==> config.mk <==
export PLATFORM = sky130hd
export DESIGN_NAME = bit_stream_serializer
export DESIGN_NICKNAME = d
export VERILOG_FILES = /design/src/rtl/serializer_pkg.sv /design/src/rtl/serializer_bit_counter.sv /design/src/rtl/bit_stream_serializer.sv
export SDC_FILE = /design/constraint.sdc
export NUM_CORES = 1
export LEC_CHECK = 0
export BUFFER_PORTS_ARGS = -buffer_cell sky130_fd_sc_hd__buf_2
export CELL_PAD_IN_SITES_DETAIL_PLACEMENT = 1
export CELL_PAD_IN_SITES_GLOBAL_PLACEMENT = 1
export CORE_MARGIN = 1.5
export CORE_UTILIZATION = 30
export DETAILED_ROUTE_END_ITERATION = 8
export GPL_TIMING_DRIVEN = 0
export HOLD_SLACK_MARGIN = 0.12
export MAX_ROUTING_LAYER = met4
export PLACE_DENSITY_LB_ADDON = 0.1
export SKIP_LAST_GASP = 1
export SYNTH_ARGS = -nofsm -noshare
export SYNTH_HDL_FRONTEND = slang
export SYNTH_SLANG_ARGS = --single-unit
==> constraint.sdc <==
create_clock -name clk -period 1.9 [get_ports clk]
set_clock_uncertainty 0.2 [all_clocks]
set_input_delay 0.095 -clock clk [delete_from_list [all_inputs] [get_ports clk]]
set_output_delay 0.095 -clock clk [all_outputs]
set_load 0.01 [all_outputs]
==> src/rtl/serializer_pkg.sv <==
// Shared types and sizing helpers for the bit-stream serializer.
// Optional parity bit is enabled by defining SERIALIZER_PARITY_EN.
package serializer_pkg;

  typedef enum logic {
    IDLE  = 1'b0,
    SHIFT = 1'b1
  } state_e;

  localparam int WORDS_SENT_W = 16;

  // Counter must hold indices 0..WIDTH (WIDTH is the parity slot).
  function automatic int count_w(input int width);
    return $clog2(width + 1);
  endfunction

  localparam int DEFAULT_WIDTH = 8;
  localparam int COUNT_W       = count_w(DEFAULT_WIDTH);

endpackage

==> src/rtl/serializer_bit_counter.sv <==
// Bit-position counter with clear, increment and last-bit compare.
// Last index is WIDTH when SERIALIZER_PARITY_EN is defined, else WIDTH-1.
module serializer_bit_counter
  import serializer_pkg::*;
#(
  parameter int WIDTH = 8,
  parameter int CW    = count_w(WIDTH)
) (
  input  logic clk,
  input  logic rst,
  input  logic clr_i,
  input  logic inc_i,
  output logic last_bit_o
);

`ifdef SERIALIZER_PARITY_EN
  localparam int LAST_IDX = WIDTH;
`else
  localparam int LAST_IDX = WIDTH - 1;
`endif

  logic [CW-1:0] cnt_q, cnt_d;

  always_comb begin
    cnt_d = cnt_q;
    if (clr_i)      cnt_d = '0;
    else if (inc_i) cnt_d = cnt_q + CW'(1);
  end

  always_ff @(posedge clk) begin
    if (!rst) cnt_q <= '0;
    else      cnt_q <= cnt_d;
  end

  assign last_bit_o = (cnt_q == CW'(LAST_IDX));

endmodule

==> src/rtl/bit_stream_serializer.sv <==
// Parallel-to-serial feeder for the sequence detector, with gapless back-to-back words.
// Define SERIALIZER_PARITY_EN to append an even-parity bit after each word.
module bit_stream_serializer
  import serializer_pkg::*;
#(
  parameter int WIDTH      = 8,
  parameter bit MSB_FIRST  = 1'b1,
  parameter bit IDLE_LEVEL = 1'b0
) (
  input  logic                    clk,
  input  logic                    rst,
  input  logic [WIDTH-1:0]        in_data,
  input  logic                    in_valid,
  output logic                    in_ready,
  output logic                    x,
  output logic                    x_valid,
  output logic                    word_done,
  output logic [WORDS_SENT_W-1:0] words_sent
);

  state_e                  state_q, state_d;
  logic [WIDTH-1:0]        shreg_q, shreg_d, shreg_nxt;
  logic [WORDS_SENT_W-1:0] ws_q, ws_d;
  logic                    shifting, last_bit, accept, data_bit, bit_out;

  assign shifting = (state_q == SHIFT);
  assign in_ready = rst && (!shifting || last_bit);
  assign accept   = in_valid && in_ready;
  assign data_bit = MSB_FIRST ? shreg_q[WIDTH-1] : shreg_q[0];
  assign shreg_nxt = MSB_FIRST ? {shreg_q[WIDTH-2:0], 1'b0} : {1'b0, shreg_q[WIDTH-1:1]};

  serializer_bit_counter #(.WIDTH(WIDTH)) u_cnt (
    .clk       (clk),
    .rst       (rst),
    .clr_i     (accept || (shifting && last_bit)),
    .inc_i     (shifting),
    .last_bit_o(last_bit)
  );

`ifdef SERIALIZER_PARITY_EN
  logic par_q, par_d;

  // The parity slot is always the last-bit cycle, so no separate index compare.
  assign bit_out = last_bit ? par_q : data_bit;

  always_comb begin
    par_d = par_q;
    if (accept) par_d = ^in_data;
  end

  always_ff @(posedge clk) begin
    if (!rst) par_q <= 1'b0;
    else      par_q <= par_d;
  end
`else
  assign bit_out = data_bit;
`endif

  always_comb begin
    state_d = state_q;
    shreg_d = shreg_q;
    ws_d    = ws_q;
    if (accept) begin
      state_d = SHIFT;
      shreg_d = in_data;
    end else if (shifting) begin
      shreg_d = shreg_nxt;
      if (last_bit) state_d = IDLE;
    end
    if (shifting && last_bit) ws_d = ws_q + WORDS_SENT_W'(1);
  end

  always_ff @(posedge clk) begin
    if (!rst) begin
      state_q <= IDLE;
      shreg_q <= '0;
      ws_q    <= '0;
    end else begin
      state_q <= state_d;
      shreg_q <= shreg_d;
      ws_q    <= ws_d;
    end
  end

  assign x          = shifting ? bit_out : IDLE_LEVEL;
  assign x_valid    = shifting;
  assign word_done  = shifting && last_bit;
  assign words_sent = ws_q;

endmodule

[After elaboration in Yosys (flattened, before gate mapping)]
Index checks and enable logic that the tools add are counted.
Operators by class
  $add $sub $neg: 2
  equal/unequal tests: 1
  mux-type cells: 6
  bitwise gates (word level): 1
  reduce and logical (&&, ||, !) cells: 8
Operators by type and width (count)
  $add 16x1->16 const B: 1
  $mux 8: 2
  $add 4x1->4 const B: 1
  $eq 4x3->1 const B: 1
  $mux 1: 4
  $logic_and 1x1->1: 3
  $logic_or 1x1->1: 2
  $reduce_bool 2->1: 1
  $reduce_or 2->1: 1
  $logic_not 1->1: 1
  $not 1->1: 1
Storage, ports and cells
  register bits after elaboration: 29
  input bits: 11
  output and inout bits: 20
  logic and storage cells: 22

[Longest topological paths before layout]
Gate-level depths: netlist of run 1.
  depth in word-level cells: 6
  mapped depth: 7
  mapped depth without buffers: 5

[Cells and area by module]
A second synthesis of run 1 with hierarchy kept.
Second synthesis, totals
  cells, all modules: 144
  area total of the unflattened synthesis: 1327.5 um^2
By module, submodules not included
  bit_stream_serializer: instances 1, cells an instance 126, area an instance 1136.1 um^2, seq. area each 500.5 um^2
  serializer_bit_counter: instances 1, cells an instance 18, area an instance 191.4 um^2, seq. area each 80.1 um^2

[Least setup slack after synthesis of run 1]
OpenSTA, ideal clock, no wires.
  kind: reg-to-reg
  start: reg u_cnt.cnt_q[0]
  end: reg ws_q[12] (netlist: words_sent[12])
  setup time: 0.070 ns
  arrival time: 1.568 ns
  data required time: 1.630 ns
  slack: 0.061 ns
  stages on the path, launching flop included: 7
  buffers on the path: 1
  clock period less this slack: 1.839 ns
  cell sequence: dfxtp_1 -> ha_1 -> and3b_1 -> buf_6 -> nand2_4 -> or4_1 -> a21oi_1
Between the ends
  cells in the longest elaborated chain, start to end: 2
RTL lines
  start: declaration: line serializer_bit_counter.sv:22  | logic [CW-1:0] cnt_q, cnt_d;
  start signal: assignment: line serializer_bit_counter.sv:32  | else cnt_q <= cnt_d;
  $eq 4x3->1: line serializer_bit_counter.sv:35  | assign last_bit_o = (cnt_q == CW'(LAST_IDX));
  $logic_and 1x1->1: line bit_stream_serializer.sv:70  | if (shifting && last_bit) ws_d = ws_q + WORDS_SENT_W'(1);
  end signal: assignment: line bit_stream_serializer.sv:81  | ws_q <= ws_d;
  end: declaration: line bit_stream_serializer.sv:23  | logic [WORDS_SENT_W-1:0] ws_q, ws_d;
No other way between the ends.
A chain may end at the register's enable or synchronous reset.

[Worst setup path after layout of run 1]
  start: reg u_cnt.cnt_q[1]
  end: reg ws_q[12] (netlist: words_sent[12])
The elaborated chain is that of the path after synthesis.

==> results.json, run 1 <==
{
  "status": "finished clean",
  "antenna_found_initial": 0,
  "port_buffers": 30,
  "synth_seq_area_share_pct": 43.28,
  "cts.sinks": 29,
  "leakagePower_nw": 0.8293,
  "critPathKind": "register to register",
  "syn_avg_cell_area_um2": 9.124,
  "async_flop_share_pct": 0,
  "rr_startpoint": "u_cnt.cnt_q[1]",
  "final-max-slew-violation-count": 0,
  "worstPathCellList": "ha_4 -> and3b_1 -> buf_6 -> nand2_4 -> or4_4 -> a21oi_2",
  "grt_pass1_vias": 1319,
  "vias_per_cell": 5.080,
  "placementRows": 24,
  "place_area_um2": 1556,
  "endpoint_kind": "register",
  "synth_top_cell_by_area": "dfxtp_1",
  "finalWirelength_um": 3572,
  "syn_nets": 160,
  "grt_pass1_wl_um": 6168,
  "synth_ff_type": "dfxtp_1",
  "synth_seq_cells": 29,
  "gr-usage-met3_pct": 4.906,
  "cts-buffers-inserted": 5,
  "cts_buffer_depth": 2,
  "power.density_nw_per_um2": 669.1,
  "die-width_um": 69.87,
  "dieArea_um2": 4881,
  "first_iter_violations": 29,
  "netlist.area_leader.share_pct": 43.28,
  "synth.most_common_cell": "dfxtp_1",
  "htreeDepth": 2,
  "synthToLayoutAreaGrowth_pct": 37.13,
  "clk_pin_slew_worst_paths_ns": 0.06,
  "finalHoldViolCount": 0,
  "cts_tree": "done",
  "finalCriticalPeriod_ns": 1.827,
  "vias": 1270,
  "first_pass_iters": 4,
  "critPathMaxFanout": 6,
  "slowest_delay_ns": 0.52,
  "r2r-end": "words_sent[12]",
  "synth_cells": 147,
  "timing.slew.headroom_pct": 66.70,
  "drv_cap": 0,
  "crit_slowest_cell": "or4_4",
  "yosys-top-cells-count": "dfxtp_1 (29), nor2_1 (22), mux2i_1 (10)",
  "crit_start": "u_cnt.cnt_q[1]",
  "worst-path-stages": 6,
  "place_inst": 229,
  "gp_congestion": 0.7469,
  "finalCoreUtilization_pct": 42.53,
  "rsz0062_at_grt": "true",
  "nNetsFinal": 212,
  "rrSetupSlack_ns": 0.07,
  "ys_warn_count": 0,
  "worst_slack_ns": 0.07257,
  "setup_tns_ns": 0,
  "grtUsageTotal_pct": 16.60,
  "wire_per_inst_um": 14.29,
  "postLayoutCellArea_um2": 1839,
  "hold_path_class": "register to register",
  "ir_drop_uv": 249.3,
  "io_pins": 31,
  "synth_area_um2": 1341,
  "fmax_mhz": 547.2,
  "synth_area_leaders": "dfxtp_1 (43%), mux2i_1 (7.5%), nor2_1 (6.2%)",
  "grt_max_degree": 11,
  "ant_nets": 0,
  "root_buffer": "clkbuf_8",
  "die_height_um": 69.87,
  "diodes": 0,
  "cp_data_arrival_time_ns": 1.84,
  "r2r.worst_path.cells": 6,
  "final_layout_size_suffix_gt1_share_pct": 28.28,
  "worstHoldStart": "words_sent[1]",
  "hold_path_depth": 2,
  "grt_use_met1_pct": 17.75,
  "tightest_slew_ns": 0.4995,
  "critPathBufInv": 1,
  "drc": 0,
  "grtUsageMet2_pct": 28.47,
  "hpwl_um": 2491,
  "grt-ovfl-total": 0,
  "place_ws_ns": -0.1452,
  "final_cells": 250,
  "synth_edf_count": 0,
  "clk_latency_ns": 0.28,
  "setup_viol_count_final": 0,
  "coreArea_um2": 4324,
  "crit_family": "simple AND/OR/NAND/NOR gates",
  "grt-busiest-layer": "met2",
  "initial_utilization_pct": 31.02,
  "hold_end": "words_sent[1]",
  "crit_required_ns": 1.92,
  "worstSetupStartpointType": "register",
  "synth_cell_type_count": 35,
  "timing.final.crit_share_pct": 96.18
}
per-layer routing:
| layer | up-vias | routed length [um] |
|---|---|---|
| li1 | 618 | - |
| met1 | 624 | 1538 |
| met2 | 23 | 1834 |
| met3 | 5 | 132 |
| met4 | 0 | 66 |
| met5 | - | 0 |
state kept, by name (all words and copies together), names as in the netlist:
signal and cells:
words_sent 16, shreg_q 8, u_cnt.cnt_q 4, x_valid 1
metrics by stage:
stage          hold WS [ns]  power [mW]
5_1_grt              0.3295       1.294
4_1_cts              0.3065       1.246
2_1_floorplan       0.01243      0.7084
3_5_place_dp         0.1417      0.7441
3_3_place_gp         0.1318      0.7404
6_report             0.3050       1.231
worst min-delay path, cell delays in order, from the launching register on:
cell     delay, ns
dfxtp_1       0.33
nand2_1       0.07
a21oi_1       0.06
kinds of logic after synthesis:
logic type,share of synthesized area (%)
AND/OR/NAND/NOR,25.37
flip-flops,43.28
AO/OA/AOI/OAI,10.45
XOR/XNOR,7.836
buffers and inverters,3.731
multiplexers,7.463
adder cells (fa/ha/maj),1.865
worst max path at each step:
| stage | end |
|---|---|
| detailed placement | u_cnt.cnt_q[1] |
| global placement | u_cnt.cnt_q[3] |
| finish | words_sent[12] |
| CTS | u_cnt.cnt_q[1] |
| floorplan | words_sent[12] |
| global route | words_sent[14] |
repair_timing:
action                                  CTS  global route
buffers inserted                          1             1
hold endpoints to repair                 15             0
endpoints found under the setup margin   12            12
gates resized for setup                   8            12
hold buffers                             13             0
pin swaps                                 1             0
layout by cell type (no fill, tap or decap), types with 2 or more instances in the layout:
cell type / n
o31ai_1: 2
xor2_1: 8
buf_2: 31
dfxtp_2: 2
nand3_1: 8
a21oi_1: 8
nor3_1: 2
buf_6: 3
o21ai_0: 2
nor2_1: 22
nand2b_1: 2
dfxtp_1: 25
inv_1: 3
and3_1: 3
a211oi_1: 7
xnor2_1: 4
nand4_1: 5
nand2_1: 7
clkbuf_8: 5
dfxtp_4: 2
dlygate4sd3_1: 13
mux2i_1: 10
or3_1: 2
buf_4: 2
power by group:
part / leakage [nW] / total [mW] / internal (mW) / switching (mW)
Sequential: 0.238 / 0.635 / 0.624 / 0.0103
Clock: 0.0399 / 0.475 / 0.240 / 0.235
Combinational: 0.551 / 0.120 / 0.0604 / 0.0601
cell type report:
| type | instances | area [um2] |
|---|---|---|
| fillers | 508 | 2485 |
| plain buffers | 6 | 47.55 |
| clock inverters | 1 | 5.005 |
| flip-flops and latches | 29 | 590.6 |
| inverters | 4 | 15.01 |
| clock buffers | 5 | 68.82 |
| repair buffers | 45 | 295.3 |
| well taps | 52 | 65.06 |
| multi-input cells | 108 | 752.0 |
(Power assumes the default switching activity.)
==> run 2, diff against run 1 <==
MAX_ROUTING_LAYER = not set   (was met4)
SLEW_MARGIN = 20   (was not set)
==> run 2 against run 1 <==
  * Via count hardly changed
  * Non-clock buffer count is the same
  * Register-to-register slack about the same
  * Highest routed layer unchanged
==> results.json, run 2 (synthesis gave the netlist of run 1 again) <==
{
  "timing.final.crit_share_pct": 96.21,
  "tightest_slew_ns": 0.4976,
  "coreArea_um2": 4324,
  "r2r-end": "words_sent[12]",
  "hold_path_class": "register to register",
  "switching_power_mw": 0.3019,
  "power.density_nw_per_um2": 667.1,
  "postLayoutCellArea_um2": 1839,
  "grtUsageTotal_pct": 16.12,
  "worstSetupStartpointType": "register",
  "cts_buffer_depth": 2,
  "worst_slack_ns": 0.07201,
  "endpoint_kind": "register",
  "grt-ovfl-total": 0,
  "slowest_delay_ns": 0.52,
  "drv_cap": 0,
  "htreeDepth": 2,
  "r2r.worst_path.cells": 6,
  "fmax_mhz": 547.1,
  "place_area_um2": 1556,
  "cp_data_arrival_time_ns": 1.84,
  "seqPwrFrac_pct": 51.7,
  "worstHoldStart": "words_sent[1]",
  "nNetsFinal": 212,
  "initial_utilization_pct": 31.02,
  "grt_pass1_vias": 1318,
  "placementRows": 24,
  "grt_max_degree": 11,
  "cts.sinks": 29,
  "first_iter_violations": 25,
  "hpwl_um": 2491,
  "grt_pass1_wl_um": 6182,
  "crit_start": "u_cnt.cnt_q[1]",
  "rr_startpoint": "u_cnt.cnt_q[1]",
  "crit_required_ns": 1.92,
  "grtUsageMet2_pct": 28.36,
  "grt-busiest-layer": "met2",
  "worstPathCellList": "ha_4 -> and3b_1 -> buf_6 -> nand2_4 -> or4_4 -> a21oi_2",
  "drc": 0,
  "largest_reg_flops": 16,
  "first_pass_iters": 4,
  "ant_nets": 0,
  "hold_path_depth": 2,
  "switching_share_pct": 24.61,
  "finalWirelength_um": 3549,
  "clkPwrFrac_pct": 38.5,
  "hold_end": "words_sent[1]",
  "pwr-share-comb_pct": 9.8,
  "cts-buffers-inserted": 5,
  "clk_latency_ns": 0.28,
  "crit_slowest_cell": "or4_4",
  "status": "finished clean",
  "final_layout_size_suffix_gt1_share_pct": 28.28,
  "final_cell_mix": "buf_2 (31), dfxtp_1 (25), nor2_1 (22)",
  "setup_tns_ns": 0,
  "finalCriticalPeriod_ns": 1.828,
  "finalCoreUtilization_pct": 42.53,
  "synthToLayoutAreaGrowth_pct": 37.13,
  "die_height_um": 69.87,
  "finalHoldViolCount": 0,
  "io_pins": 31,
  "grt_use_met1_pct": 18.02,
  "port_buffers": 30,
  "rsz0062_at_grt": "true",
  "wire_per_inst_um": 14.20,
  "gp_congestion": 0.7378,
  "gr-usage-met3_pct": 4.473,
  "critPathMaxFanout": 6,
  "cts_tree": "done",
  "timing.slew.headroom_pct": 66.82,
  "dieArea_um2": 4881,
  "root_buffer": "clkbuf_8",
  "ir_drop_uv": 247.7,
  "place_ws_ns": -0.1452,
  "diodes": 0,
  "final-max-slew-violation-count": 0,
  "clk_pin_slew_worst_paths_ns": 0.06,
  "internal_power_mw": 0.9251,
  "setup_viol_count_final": 0,
  "leakagePower_nw": 0.8293,
  "die-width_um": 69.87,
  "critPathKind": "register to register",
  "antenna_found_initial": 0,
  "vias_per_cell": 5.084,
  "rrSetupSlack_ns": 0.07,
  "vias": 1271,
  "layout_commonest_cell": "buf_2"
}
run 2: cell counts in the layout (fill, tap and decap cells not counted):
No cell type changed its count.
run 2: how the worst max path moves through the flow:
stage / to / slack, ns / depth (start not counted)
after CTS: u_cnt.cnt_q[1] / 0.004 / 7
final: words_sent[12] / 0.07 / 6
after global routing: words_sent[14] / -0.01 / 6
after global placement: u_cnt.cnt_q[3] / -0.13 / 7
after detailed placement: u_cnt.cnt_q[1] / -0.15 / 7
after floorplan: words_sent[12] / 0.06 / 6
run 2: worst max-delay path: cells and delay by family, from the launching register on:
| kind | cells | cell delay (ns) |
|---|---|---|
| adder cells (fa/ha/maj) | 1 | 0.15 |
| AND/OR/NAND/NOR | 3 | 0.76 |
| flip-flops | 1 | 0.36 |
| buffers and inverters | 1 | 0.14 |
| AO/OA/AOI/OAI | 1 | 0.15 |
run 2: final cells by class:
type,count,area [um2]
Buffer,6,47.55
Clock buffer,5,68.82
Clock inverter,1,5.005
Inverter,4,15.01
Tap cell,52,65.06
Fill cell,508,2485
Sequential cell,29,590.6
Multi-Input combinational cell,108,752.0
Timing Repair Buffer,45,295.3
run 2: per-stage QoR:
stage | hold WS [ns] | total power, mW | instances
CTS | 0.3065 | 1.246 | 249
global placement | 0.1318 | 0.7404 | 229
floorplan | 0.01243 | 0.7084 | 147
detailed placement | 0.1417 | 0.7441 | 229
global route | 0.3295 | 1.292 | 250
finish | 0.3081 | 1.227 | 250
run 2: timing repair:
| item | CTS | global route |
|---|---|---|
| setup endpoints to repair | 12 | 12 |
| pin swaps | 1 | 0 |
| setup buffers | 1 | 1 |
| hold buffers | 13 | 0 |
| endpoints found under the hold margin | 15 | 0 |
| gates resized for setup | 8 | 12 |
run 2: layer usage:
metal / routed length, um / part of all wire, %
met3: 130 / 3.7
met1: 1523 / 43
met2: 1827 / 51
met5: 0 / 0
met4: 68 / 1.9
run 2: power groups by stage:
stage	sequential (mW)	clock (mW)	combinational, mW
finish	0.635	0.472	0.120
detailed placement	0.649	0	0.0947
floorplan	0.647	0	0.0615
global placement	0.649	0	0.0919
CTS	0.637	0.495	0.114
global route	0.637	0.519	0.136
==> run 3, diff against run 2 <==
CORE_UTILIZATION = 39   (was 30)
clock period = 1.86 ns   (was 1.9 ns; I/O delays follow)
==> run 3 against run 2 <==
  * Clock power fell by 5.1%
  * Setup slack worse by 0.045 ns
  * First-iteration DRC count up 96%
  * Count of clock-buffer cells in the layout grew 2
  * Non-clock buffer count is 3 higher
  * Worst hold slack got worse by 0.12 ns
  * Register-to-register slack worse by 0.04 ns
  * Wire length down 2.8%
  * Final area is 0.34% higher
  * Sequential share of layout area is 0.16 points higher
  * Final cell count decreased by 0.40%
  * Largest power group unchanged
==> results.json, run 3 (synthesis gave the netlist of run 1 again) <==
{
  "port_buffers": 30,
  "setup_tns_ns": 0,
  "hold_end": "words_sent[3]",
  "finalWirelength_um": 3448,
  "r2r-end": "words_sent[14]",
  "grt_max_degree": 11,
  "grt_use_met1_pct": 21.97,
  "grt-busiest-layer": "met2",
  "cts_buffer_depth": 2,
  "synthToLayoutAreaGrowth_pct": 37.59,
  "nNetsFinal": 215,
  "ir_drop_uv": 472.1,
  "crit_required_ns": 1.92,
  "critPathKind": "register to register",
  "first_pass_iters": 4,
  "cts-buffers-inserted": 5,
  "drc": 0,
  "power.density_nw_per_um2": 663.1,
  "grt_pass1_wl_um": 5664,
  "hold_path_class": "input pin to register",
  "seqPwrFrac_pct": 53.0,
  "largest_reg_flops": 16,
  "slowest_delay_ns": 0.50,
  "pwr-share-comb_pct": 10.4,
  "place_ws_ns": -0.1767,
  "diodes": 0,
  "worstHoldStart": "rst",
  "placementRows": 21,
  "gp_congestion": 0.7452,
  "cp_data_arrival_time_ns": 1.89,
  "internal_power_mw": 0.9206,
  "clk_pin_slew_worst_paths_ns": 0.10,
  "switching_power_mw": 0.3032,
  "cts_tree": "done",
  "finalCoreUtilization_pct": 55.74,
  "die-width_um": 61.65,
  "htreeDepth": 2,
  "worstPathCellList": "ha_4 -> and3b_1 -> buf_6 -> nand2_4 -> or4_1 -> a21oi_1",
  "worst_slack_ns": 0.02740,
  "hold_path_depth": 4,
  "grt_pass1_vias": 1307,
  "r2r.worst_path.cells": 6,
  "root_buffer": "clkbuf_4",
  "switching_share_pct": 24.78,
  "wire_per_inst_um": 13.85,
  "dieArea_um2": 3800,
  "place_inst": 223,
  "final_cells": 249,
  "finalCriticalPeriod_ns": 1.833,
  "vias_per_cell": 5.092,
  "hpwl_um": 2358,
  "vias": 1268,
  "gr-usage-met3_pct": 5.672,
  "antenna_found_initial": 0,
  "finalPower_mw": 1.224,
  "clkPwrFrac_pct": 36.6,
  "rrSetupSlack_ns": 0.03,
  "leakagePower_nw": 0.8647,
  "grtUsageTotal_pct": 20.23,
  "tightest_slew_ns": 0.5502,
  "drv_cap": 0,
  "critPathMaxFanout": 6,
  "coreArea_um2": 3311,
  "initial_utilization_pct": 40.51,
  "die_height_um": 61.65,
  "fmax_mhz": 545.7,
  "fillCellCount": 411,
  "worstSetupStartpointType": "register",
  "finalHoldViolCount": 0,
  "timing.final.crit_share_pct": 98.53,
  "io_pins": 31,
  "clk_latency_ns": 0.33,
  "setup_viol_count_final": 0,
  "rr_startpoint": "u_cnt.cnt_q[1]",
  "final_cell_mix": "buf_2 (31), nor2_1 (22), dfxtp_1 (21)",
  "final_layout_size_suffix_gt1_share_pct": 30.05,
  "first_iter_violations": 49,
  "layout_commonest_cell": "buf_2",
  "timing.slew.headroom_pct": 63.32,
  "ant_nets": 0,
  "crit_slowest_cell": "or4_1",
  "final-max-slew-violation-count": 0,
  "cts.sinks": 29,
  "status": "finished clean",
  "grtUsageMet2_pct": 35.94,
  "endpoint_kind": "register",
  "rsz0062_at_grt": "true",
  "grt-ovfl-total": 0
}
[run 3: final cells by class]
cell class | instances | area [um2] | share of cell area, %
Clock inverter | 1 | 5.005 | 0.2712
Clock buffer | 7 | 65.06 | 3.525
Inverter | 4 | 15.01 | 0.8136
Tap cell | 46 | 57.56 | 3.119
Multi-Input combinational cell | 108 | 740.7 | 40.14
Sequential cell | 29 | 595.6 | 32.27
Timing Repair Buffer | 48 | 320.3 | 17.36
Buffer | 6 | 46.29 | 2.508
[run 3: what timing repair did]
item,CTS,global route
setup endpoints to repair,18,12
gates resized for setup,9,10
buffers inserted,2,2
hold buffers,14,0
pin swaps,0,1
endpoints found under the hold margin,15,0
[run 3: metrics by stage]
stage	area (um2)	hold slack, ns
2_1_floorplan	1341	0.01043
3_3_place_gp	1549	0.1226
3_5_place_dp	1549	0.1435
4_1_cts	1797	0.1583
5_1_grt	1846	0.2028
6_report	1846	0.1832
[run 3: worst max-delay path by stage]
| stage | from | end | slack [ns] | cells past startpoint |
|---|---|---|---|---|
| after CTS | u_cnt.cnt_q[0] | u_cnt.cnt_q[0] | -0.03 | 7 |
| final | u_cnt.cnt_q[1] | words_sent[14] | 0.03 | 6 |
| after floorplan | u_cnt.cnt_q[0] | words_sent[12] | 0.02 | 6 |
| after global placement | u_cnt.cnt_q[0] | u_cnt.cnt_q[1] | -0.13 | 7 |
| after detailed placement | u_cnt.cnt_q[0] | u_cnt.cnt_q[0] | -0.18 | 7 |
| after global routing | words_sent[0] | words_sent[14] | -0.05 | 5 |
[run 3: critical path: cells and delay by family, from the launching register on]
kind                       cells  cell delay [ns]
AOI/OAI and AO/OA              1             0.15
DFF                            1             0.38
adders and majority gates      1             0.16
and+or+nand+nor                3             0.74
buffers and inverters          1             0.14
[run 3: power groups by stage]
stage | Clock (mW) | Sequential, mW | Combinational (mW)
global placement | 0 | 0.662 | 0.0924
finish | 0.448 | 0.648 | 0.128
global route | 0.492 | 0.650 | 0.140
CTS | 0.465 | 0.650 | 0.120
floorplan | 0 | 0.661 | 0.0629
detailed placement | 0 | 0.663 | 0.0959
[run 3: routing by layer]
metal / routed length, um / vias up
li1: - / 630
met1: 1368 / 599
met2: 1856 / 28
met3: 142 / 11
met4: 81 / 0
met5: 0 / -
